## config.mk

```make
export PLATFORM = sky130hd
export DESIGN_NAME = btrain_rx_flat
export DESIGN_NICKNAME = d
export VERILOG_FILES = /design/src/rtl/btrain_rx_if.sv /design/src/rtl/btrain_rx.sv /design/src/flat_wrapper.sv
export SDC_FILE = /design/constraint.sdc
export NUM_CORES = 1
export LEC_CHECK = 0
export BUFFER_PORTS_ARGS = -buffer_cell sky130_fd_sc_hd__buf_2
export CORE_MARGIN = 5
export CORE_UTILIZATION = 40
export DETAILED_ROUTE_END_ITERATION = 7
export GPL_ROUTABILITY_DRIVEN = 0
export PLACE_DENSITY_LB_ADDON = 0.15
export SLEW_MARGIN = 40
export SYNTH_ARGS = -nofsm -noshare
export SYNTH_HDL_FRONTEND = slang
export SYNTH_SLANG_ARGS = --single-unit
```

## constraint.sdc

```tcl
create_clock -name clk -period 6.6 [get_ports clk]
set_clock_uncertainty 0.2 [all_clocks]
set_input_delay 0.66 -clock clk [delete_from_list [all_inputs] [get_ports clk]]
set_output_delay 0.66 -clock clk [all_outputs]
set_load 0.02 [all_outputs]
```

## src/rtl/btrain_rx_if.sv

```systemverilog
// Snapshot bus between the B-train receiver and the DDS controller core.
//   sync    : one-cycle sync strobe from the timing system (receiver input)
//   b_field : signed field snapshot, held between strobes
//   b_ready : one-cycle strobe, new b_field valid
// master = receiver side, slave = consumer / timing side.
interface btrain_rx_if #(
  parameter int B_FIELD_W = 32
);
  logic                 sync;
  logic [B_FIELD_W-1:0] b_field;
  logic                 b_ready;

  modport master (input sync, output b_field, output b_ready);
  modport slave  (output sync, input b_field, input b_ready);
endinterface

```

## src/rtl/btrain_rx.sv

```systemverilog
// B-train receiver. Qualifies asynchronous up/down/zero pulses, accumulates
// weighted increments into a saturating signed field value and publishes a
// snapshot on every sync strobe.
//   clk, rst      : clock, synchronous active-high reset
//   btrain_up/dn  : async pulses, +/- step per accepted pulse
//   btrain_zero   : async zero marker, loads preset
//   ena           : 1 = accumulate, 0 = freeze accumulator
//   step, preset  : per-pulse weight (unsigned), zero-marker load value
//   clr_ovf       : clears sticky ovf
//   bus           : sync in, b_field/b_ready out
//   ovf           : sticky saturation flag
//   glitch_cnt    : saturating count of rejected short pulses

// One input lane: synchroniser plus LOW/HIGH/DONE pulse qualifier.
module btrain_qual #(
  parameter int SYNC_STAGES = 2,
  parameter int MIN_PULSE   = 3
) (
  input  logic clk,
  input  logic rst,
  input  logic a,
  output logic ev,
  output logic glitch
);
  localparam int CW = $clog2(MIN_PULSE + 1);
  typedef enum logic [1:0] {LOW, HIGH, DONE} st_t;

  st_t                    st;
  logic [SYNC_STAGES-1:0] sr;
  logic [SYNC_STAGES-1:0] vld_pipe;
  logic                   armed;
  logic [CW-1:0]          cnt;
  logic                   s, s_vld;

  assign s     = sr[SYNC_STAGES-1];
  assign s_vld = vld_pipe[SYNC_STAGES-1];

  // vld_pipe marks when the cleared synchroniser holds real samples again;
  // armed then requires a genuine low so a pulse held across reset is not
  // mistaken for a fresh rising edge.
  always_ff @(posedge clk) begin
    if (rst) begin
      sr       <= '0;
      vld_pipe <= '0;
      armed    <= 1'b0;
      st       <= LOW;
      cnt      <= '0;
      ev       <= 1'b0;
      glitch   <= 1'b0;
    end else begin
      sr       <= {sr[SYNC_STAGES-2:0], a};
      vld_pipe <= {vld_pipe[SYNC_STAGES-2:0], 1'b1};
      armed    <= armed | (s_vld & ~s);
      ev       <= 1'b0;
      glitch   <= 1'b0;
      case (st)
        LOW: if (s && armed) begin
          st  <= HIGH;
          cnt <= CW'(1);
        end
        HIGH: begin
          if (!s) begin
            st     <= LOW;
            glitch <= 1'b1;
          end else if (int'(cnt) + 1 >= MIN_PULSE) begin
            ev <= 1'b1;
            st <= DONE;
          end else begin
            cnt <= cnt + CW'(1);
          end
        end
        DONE:    if (!s) st <= LOW;
        default: st <= LOW;
      endcase
    end
  end
endmodule

module btrain_rx #(
  parameter int B_FIELD_W   = 32,
  parameter int STEP_W      = 16,
  parameter int SYNC_STAGES = 2,
  parameter int MIN_PULSE   = 3,
  parameter int GLITCH_W    = 16
) (
  input  logic                 clk,
  input  logic                 rst,
  input  logic                 btrain_up,
  input  logic                 btrain_dn,
  input  logic                 btrain_zero,
  input  logic                 ena,
  input  logic [STEP_W-1:0]    step,
  input  logic [B_FIELD_W-1:0] preset,
  input  logic                 clr_ovf,
  btrain_rx_if.master          bus,
  output logic                 ovf,
  output logic [GLITCH_W-1:0]  glitch_cnt
);
  localparam int W = B_FIELD_W;
  localparam logic signed [W-1:0] ACC_MAX = {1'b0, {(W-1){1'b1}}};
  localparam logic signed [W-1:0] ACC_MIN = {1'b1, {(W-1){1'b0}}};

  // lane 0 = up, 1 = dn, 2 = zero
  logic [2:0] raw, ev, gl;
  assign raw = {btrain_zero, btrain_dn, btrain_up};

  btrain_qual #(.SYNC_STAGES(SYNC_STAGES), .MIN_PULSE(MIN_PULSE)) u_q [2:0] (
    .clk    (clk),
    .rst    (rst),
    .a      (raw),
    .ev     (ev),
    .glitch (gl)
  );

  logic ev_up, ev_dn, ev_zero;
  assign ev_up   = ev[0];
  assign ev_dn   = ev[1];
  assign ev_zero = ev[2];

  // One extra bit of headroom makes overflow a simple top-two-bit mismatch.
  logic signed [W-1:0] acc;
  logic signed [W:0]   sum, step_x;
  logic                upd, hi, lo, ovf_set;

  assign step_x = $signed({{(W+1-STEP_W){1'b0}}, step});
  assign upd    = ev_up ^ ev_dn;

  always_comb begin
    sum = {acc[W-1], acc};
    if (ev_up && !ev_dn)      sum = sum + step_x;
    else if (ev_dn && !ev_up) sum = sum - step_x;
  end

  assign hi      = (sum[W:W-1] == 2'b01);
  assign lo      = (sum[W:W-1] == 2'b10);
  assign ovf_set = !ev_zero && ena && upd && (hi || lo);

  always_ff @(posedge clk) begin
    if (rst) begin
      acc <= '0;
      ovf <= 1'b0;
    end else begin
      if (ev_zero)          acc <= preset;
      else if (ena && upd)  acc <= hi ? ACC_MAX : lo ? ACC_MIN : sum[W-1:0];
      // a set in the same cycle as clr_ovf takes precedence
      ovf <= (ovf & ~clr_ovf) | ovf_set;
    end
  end

  // Snapshot takes acc before this cycle's update.
  always_ff @(posedge clk) begin
    if (rst) begin
      bus.b_field <= '0;
      bus.b_ready <= 1'b0;
    end else begin
      bus.b_ready <= bus.sync;
      if (bus.sync) bus.b_field <= acc;
    end
  end

  // Several lanes may glitch in one cycle; add them all, saturating.
  logic [1:0]        g_sum;
  logic [GLITCH_W:0] g_nxt;
  assign g_sum = 2'(gl[0]) + 2'(gl[1]) + 2'(gl[2]);
  assign g_nxt = {1'b0, glitch_cnt} + (GLITCH_W+1)'(g_sum);

  always_ff @(posedge clk) begin
    if (rst)             glitch_cnt <= '0;
    else if (g_nxt[GLITCH_W]) glitch_cnt <= '1;
    else                 glitch_cnt <= g_nxt[GLITCH_W-1:0];
  end
endmodule

```

## src/flat_wrapper.sv

```systemverilog
// flat-port wrapper written by rule: the top's interface ports become plain ports
module btrain_rx_flat 
#(
  parameter int B_FIELD_W   = 32,
  parameter int STEP_W      = 16,
  parameter int SYNC_STAGES = 2,
  parameter int MIN_PULSE   = 3,
  parameter int GLITCH_W    = 16
)
  (clk, rst, btrain_up, btrain_dn, btrain_zero, ena, step, preset, clr_ovf, ovf, glitch_cnt, bus_sync, bus_b_field, bus_b_ready);
  btrain_rx_if #(.B_FIELD_W(B_FIELD_W)) bus_i ();
  input  logic clk;
  input  logic rst;
  input  logic btrain_up;
  input  logic btrain_dn;
  input  logic btrain_zero;
  input  logic ena;
  input  logic [STEP_W-1:0] step;
  input  logic [B_FIELD_W-1:0] preset;
  input  logic clr_ovf;
  output logic ovf;
  output logic [GLITCH_W-1:0] glitch_cnt;
  input wire logic [$bits(bus_i.sync)-1:0] bus_sync;
  output wire logic [$bits(bus_i.b_field)-1:0] bus_b_field;
  output wire logic [$bits(bus_i.b_ready)-1:0] bus_b_ready;
  assign bus_i.sync = bus_sync;
  assign bus_b_field = bus_i.b_field;
  assign bus_b_ready = bus_i.b_ready;
  btrain_rx #(.B_FIELD_W(B_FIELD_W), .STEP_W(STEP_W), .SYNC_STAGES(SYNC_STAGES), .MIN_PULSE(MIN_PULSE), .GLITCH_W(GLITCH_W)) u_core (.clk(clk), .rst(rst), .btrain_up(btrain_up), .btrain_dn(btrain_dn), .btrain_zero(btrain_zero), .ena(ena), .step(step), .preset(preset), .clr_ovf(clr_ovf), .bus(bus_i), .ovf(ovf), .glitch_cnt(glitch_cnt));
endmodule
```

# Word-level counts from Yosys, hierarchy flattened
# Cells that the tools add are included.
classes:
  n_bitwise: 16
  addsub: 11
  n_lt_le_gt_ge: 3
  eq_ne: 23
  n_mux: 40
  reduce_logical: 34
op_table:
  columns: ["operator", "n"]
  rows:
  - ["$mux W32", 4]
  - ["$mux W33", 2]
  - ["$mux W2", 18]
  - ["$add A32 B17 Y33", 1]
  - ["$sub A32 B17 Y33", 1]
  - ["$ne A2 B2 Y1 const B", 12]
  - ["$pmux W2 S3", 3]
  - ["$add A16 B2 Y17", 1]
  - ["$mux W16", 1]
  - ["$pmux W2 S2", 3]
  - ["$reduce_and A4 Y1", 3]
  - ["$add A2 B1 Y3 const B", 3]
  - ["$ge A3 B2 Y1 const B", 3]
  - ["$logic_and A1 B1 Y1", 9]
  - ["$mux W1", 9]
  - ["$ne A3 B3 Y1 const B", 3]
  - ["$reduce_and A3 Y1", 3]
  - ["$reduce_or A3 Y1", 3]
  - ["$eq A2 B1 Y1 const B", 4]
  - ["$eq A2 B2 Y1 const B", 4]
  - ["$reduce_bool A2 Y1", 4]
  - ["$not A1 Y1", 7]
  - ["$add A2 B1 Y2 const B", 3]
  - ["$logic_not A2 Y1", 3]
  - ["other kinds (10)", 20]
totals:
  out_inout_bits: 50
  word_cells: 157
  input_bits: 56
  register_bits: 115

# Depth between registers and ports, before layout
depth:
  word_depth: 9
  depth_mapped: 21

# By module
# A second synthesis with hierarchy kept.
hier_totals:
  cells_unflattened: 969
  hier_area_um2: 7626.1
by_module_without_submodules:
  columns: ["mod", "instances", "area_per_inst_um2", "cells_each", "seq_area_each_um2"]
  rows:
  - ["btrain_rx", 1, 6439.9, 858, 1641.6]
  - ["btrain_qual", 3, 395.4, 37, 220.2]

# Least setup slack after synthesis
# Ideal clock, no wire load.
synth_path:
  path_kind: "input -> register"
  start: "input step[9]"
  end: "register u_core.acc[29]"
  arrival_time_ps: 4423
  required_time_ps: 6342
  cell_stages: 20
  slack_ps: 1919
  path_buffers: 2
  path_cell_list: "inv_1 > ha_1 > clkbuf_1 > nor2_1 > a211oi_1 > o221ai_1 > o2111ai_1 > a21o_1 > inv_1 > a31oi_1 > xor2_1 > ha_1 > nor4_1 > or2_2 > clkbuf_1 > nand2_1 > nand2_1 > or4_1 > nand3_1 > o221a_2"
synth_via:
  elab_chain_len: 8
synth_rtl:
  columns: ["element", "line_no", "rtl"]
  rows:
  - ["from (decl)", "flat_wrapper.sv:18", "input logic [STEP_W-1:0] step;"]
  - ["$sub A32 B17 Y33", "btrain_rx.sv:131", "else if (ev_dn && !ev_up) sum = sum - step_x;"]
  - ["$mux W33", "btrain_rx.sv:131", null]
  - ["$mux W33 *", "btrain_rx.sv:130", "if (ev_up && !ev_dn) sum = sum + step_x;"]
  - ["$eq A2 B2 Y1", "btrain_rx.sv:135", "assign lo = (sum[W:W-1] == 2'b10);"]
  - ["$mux W32 (3 in series)", "btrain_rx.sv:144", "else if (ena && upd) acc <= hi ? ACC_MAX : lo ? ACC_MIN : sum[W-1:0];"]
  - ["$mux W32", "btrain_rx.sv:143", "if (ev_zero) acc <= preset;"]
  - ["to (signal assigned)", "btrain_rx.sv:143", null]
  - ["to (signal assigned)", "btrain_rx.sv:144", null]
  - ["to (decl)", "btrain_rx.sv:121", "logic signed [W-1:0] acc;"]
# Mark *: on every way between the ends. The rest lies on a longest branch, timed or not. The select of a mux whose other input is x is not followed.
# A chain may end at the register's enable or synchronous reset.

# Worst setup path in the final report
layout_path:
  start: "register u_core.acc[0]"
  end: "register u_core.acc[11]"
layout_via:
  elab_chain_len: 8
layout_rtl:
  columns: ["element", "line_no"]
  rows:
  - ["$sub A32 B17 Y33", "btrain_rx.sv:131"]
  - ["$mux W33", "btrain_rx.sv:131"]
  - ["$mux W33 *", "btrain_rx.sv:130"]
  - ["$eq A2 B2 Y1", "btrain_rx.sv:135"]
  - ["$mux W32 (3 in series)", "btrain_rx.sv:144"]
  - ["$mux W32", "btrain_rx.sv:143"]
# Marked as above.

==> impl_results.md <==
* Slew HR at 47.0%
* Ant diodes at 0
* Initial Util at 40.7%
* Worst Setup Start Kind: register
* Ys Warns at 0
* Final setup viols at 0
* First-pass GRT wire length at 36600 um
* Worst path top cell family by delay: simple AND/OR/NAND/NOR gates
* IO Pins at 106
* Clk buf depth at 2
* EDFF count, synth at 0
* Synth top area share at 30.3%
* Top FF cell, synth: dfxtp_1
* Post-detail-place hpwl at 16400 um
* Worst Setup End Kind: register
* Post-synth ARST share at 0%
* Yosys reg bits at 111
* Setup CP Type: reg2reg
* Fin crit period at 5.34 ns
* Drt pass-1 iters at 5
* Clk Latency, worst-skew pair at 0.38 ns
* P per Cell Area at 170 mW/mm^2
* Nets at 1118
* CTS Buf Count at 9
* Area leader, netlist: dfxtp_1
* Critical path buffer and inverter count at 3
* Sequential standard cell area at 0.00222 sq mm
* Vias/cell at 5.71
* Area of the core at 0.0180 sq mm
* Final Hold Vio Count at 0
* Slew Limit Fails at 0
* Synth cell count leaders: nor2_1 (124), dfxtp_1 (111), a21oi_1 (68), nand2_1 (64), clkbuf_1 (54)
* CTS clk-pin slew, worst paths at 0.09 ns
* Arr. time, crit path at 5.41 ns
* Mapped Nets at 1045
* Post-CTS setup buffer count at 0
* Post-Syn Area at 0.00733 sq mm
* WP data required at 6.66 ns
* Worst VDD drop at 116 uV
* Syn Area/Cell at 7.80 sq um
* Most frequent cell after synthesis: nor2_1
* HP Class: reg2reg
* Sequential fraction of the synthesis area at 30.3%
* Routed WL per cell at 18.3 um
* Port Buffers at 105
* Fmax at 187 MHz
* Antenna-violating nets left at 0
* Row count at 49
* Cell mode on critical path: nor2_1
* Cts hold-fix bufs at 0
* Status: completed
* Die W at 145 um
* Final wirelength at 22800 um
* Worst-margin pin slew at 0.785 ns
* Vias in the first global route at 6732
* Multi-input logic area at 0.00469 sq mm
* RSZ-0062 raised after global routing: false
* Leak at 3.65 nW
* Critical-path top delay cell: nor2_1
* Clock sink count at 111
* Die area at 0.0211 sq mm
* Placed Area at 0.00804 sq mm
* Overflow after GRT at 0
* Vias at 7116
* Pre-CTS setup slack at 1.01 ns
* Area growth syn-to-layout at 13.8%
* Tcrit/Tclk final at 81.0%
* Unique masters post-synth at 66
* Initial antenna violation count at 0
* CP Max Fanout at 12
* TritonCTS clock tree: yes
* Post-CTS sizing at 0
* Max-Cap Viols at 0
* Delay of the slowest critical-path stage at 0.45 ns
* DRC at 0
* Chip height at 145 um
* Clock root cell: clkbuf_16
* Final setup slack of the worst path at 1.26 ns
* Hold Slack at 0.237 ns
* Placed insts at 1231
* Gate Count Post-Synth at 940
* Layout cell share with drive strength beyond 1 at 14.9%
* Fill count at 1854
* Largest net degree at the start of global routing at 63
* GRT Total Usage at 20.9%
* Drt initial violations at 565
* Setup_tns at 0 ns
* Critical Path, Cell by Cell: inv_1, ha_1, inv_1, fa_1, a21o_1, nand4_1, nand3_1, a31oi_1, buf_4, o21ai_0, nor4b_1, nor2_1, a41o_1, ha_1, nor4_1, nor2_1, nor2_1, nor2_1, a221o_1, a221oi_1, nor2_1
* Synth area leaders: dfxtp_1 (30%), ha_1 (7.7%), nor2_1 (6.3%)
* Final std cells w/o fill at 1247
* Htree depth at 3
* Fin area at 0.00834 sq mm
[through the flow]
stage                     power, mW  util (%)
final                          1.42      46.3
after global routing           1.47      46.3
after CTS                      1.43      46.3
after detailed placement      0.841      44.6
after global placement        0.843      44.6
after floorplan               0.792         -
[cells by family after synthesis]
| family | after synthesis | share of synthesized area (%) |
|---|---|---|
| and+or+nand+nor | 336 | 21.8 |
| AOI/OAI and AO/OA | 255 | 23.1 |
| DFF | 111 | 30.3 |
| buffers and inverters | 110 | 5.77 |
| adders and majority gates | 49 | 8.77 |
| muxes | 43 | 5.89 |
| xor gates and xnor gates | 36 | 4.30 |
[final cells by class]
type                            instances  area share [%]
Multi-Input combinational cell        719            56.2
Sequential cell                       111            26.6
Timing Repair Buffer                  120            7.71
Tap cell                              229            3.43
Clock buffer                            9            2.70
Inverter                               52            2.34
Clock inverter                          7           0.990
[cell usage in the layout, fill, tap and decap left out, types with 5 or more instances in the layout]
cell type,n
a211oi_1,14
a21o_1,11
a21oi_1,68
a22oi_1,8
a31oi_1,8
and3_1,11
buf_2,103
buf_4,17
clkbuf_16,9
dfxtp_1,111
ha_1,44
inv_1,51
mux2i_1,42
nand2_1,64
nand2b_1,16
nand3_1,20
nand4_1,8
nor2_1,124
nor2b_1,15
nor3_1,29
nor4_1,8
o211ai_1,13
o21a_1,5
o21ai_0,53
o22ai_1,9
o31a_1,8
or2_2,6
or3_1,19
xnor2_1,22
xor2_1,14
[worst reg2reg max path, delay by kind of cell, from the launching register on]
kind | cells | cell delay, ns
buffers and inverters | 3 | 0.34
adder cells (fa/ha/maj) | 3 | 0.92
AO/OA/AOI/OAI | 6 | 1.53
AND/OR/NAND/NOR | 9 | 1.92
flip-flops | 1 | 0.34
[path summary, 6_finish.rpt]
kind	slack, ns	cells after the start	end	start
setup / recovery	1.26	21	u_core.acc[11]	u_core.acc[0]
hold / removal	0.24	1	u_core.u_q[0].sr[1]	u_core.u_q[0].sr[0]
setup reg to reg	1.26	21	u_core.acc[11]	u_core.acc[0]
hold reg to reg	0.24	1	u_core.u_q[0].sr[1]	u_core.u_q[0].sr[0]
[flip-flops by register name, indices dropped and copies added (netlist names), 3 cells and up]
signal,cells
u_core.acc,32
u_core.bus.b_field,32
u_core.glitch_cnt,16
u_core.u_q.cnt,6
u_core.u_q.sr,6
u_core.u_q.st,6
u_core.u_q.armed,3
u_core.u_q.ev,3
u_core.u_q.glitch,3
[routing by layer]
metal | vias up | part of all wire (%) | global-route usage (%)
met5 | - | 0 | 0
li1 | 3505 | - | -
met1 | 3296 | 48 | 30.2
met2 | 273 | 43 | 31.5
met4 | 0 | 2.3 | 6.30
met3 | 42 | 7.0 | 3.96
[report_power, final]
part / total (mW) / internal [mW] / switching, mW
registers: 0.683 / 0.677 / 0.00581
clock network: 0.589 / 0.273 / 0.315
logic: 0.145 / 0.0540 / 0.0909
Note: power is estimated with default switching activity, not from simulation.
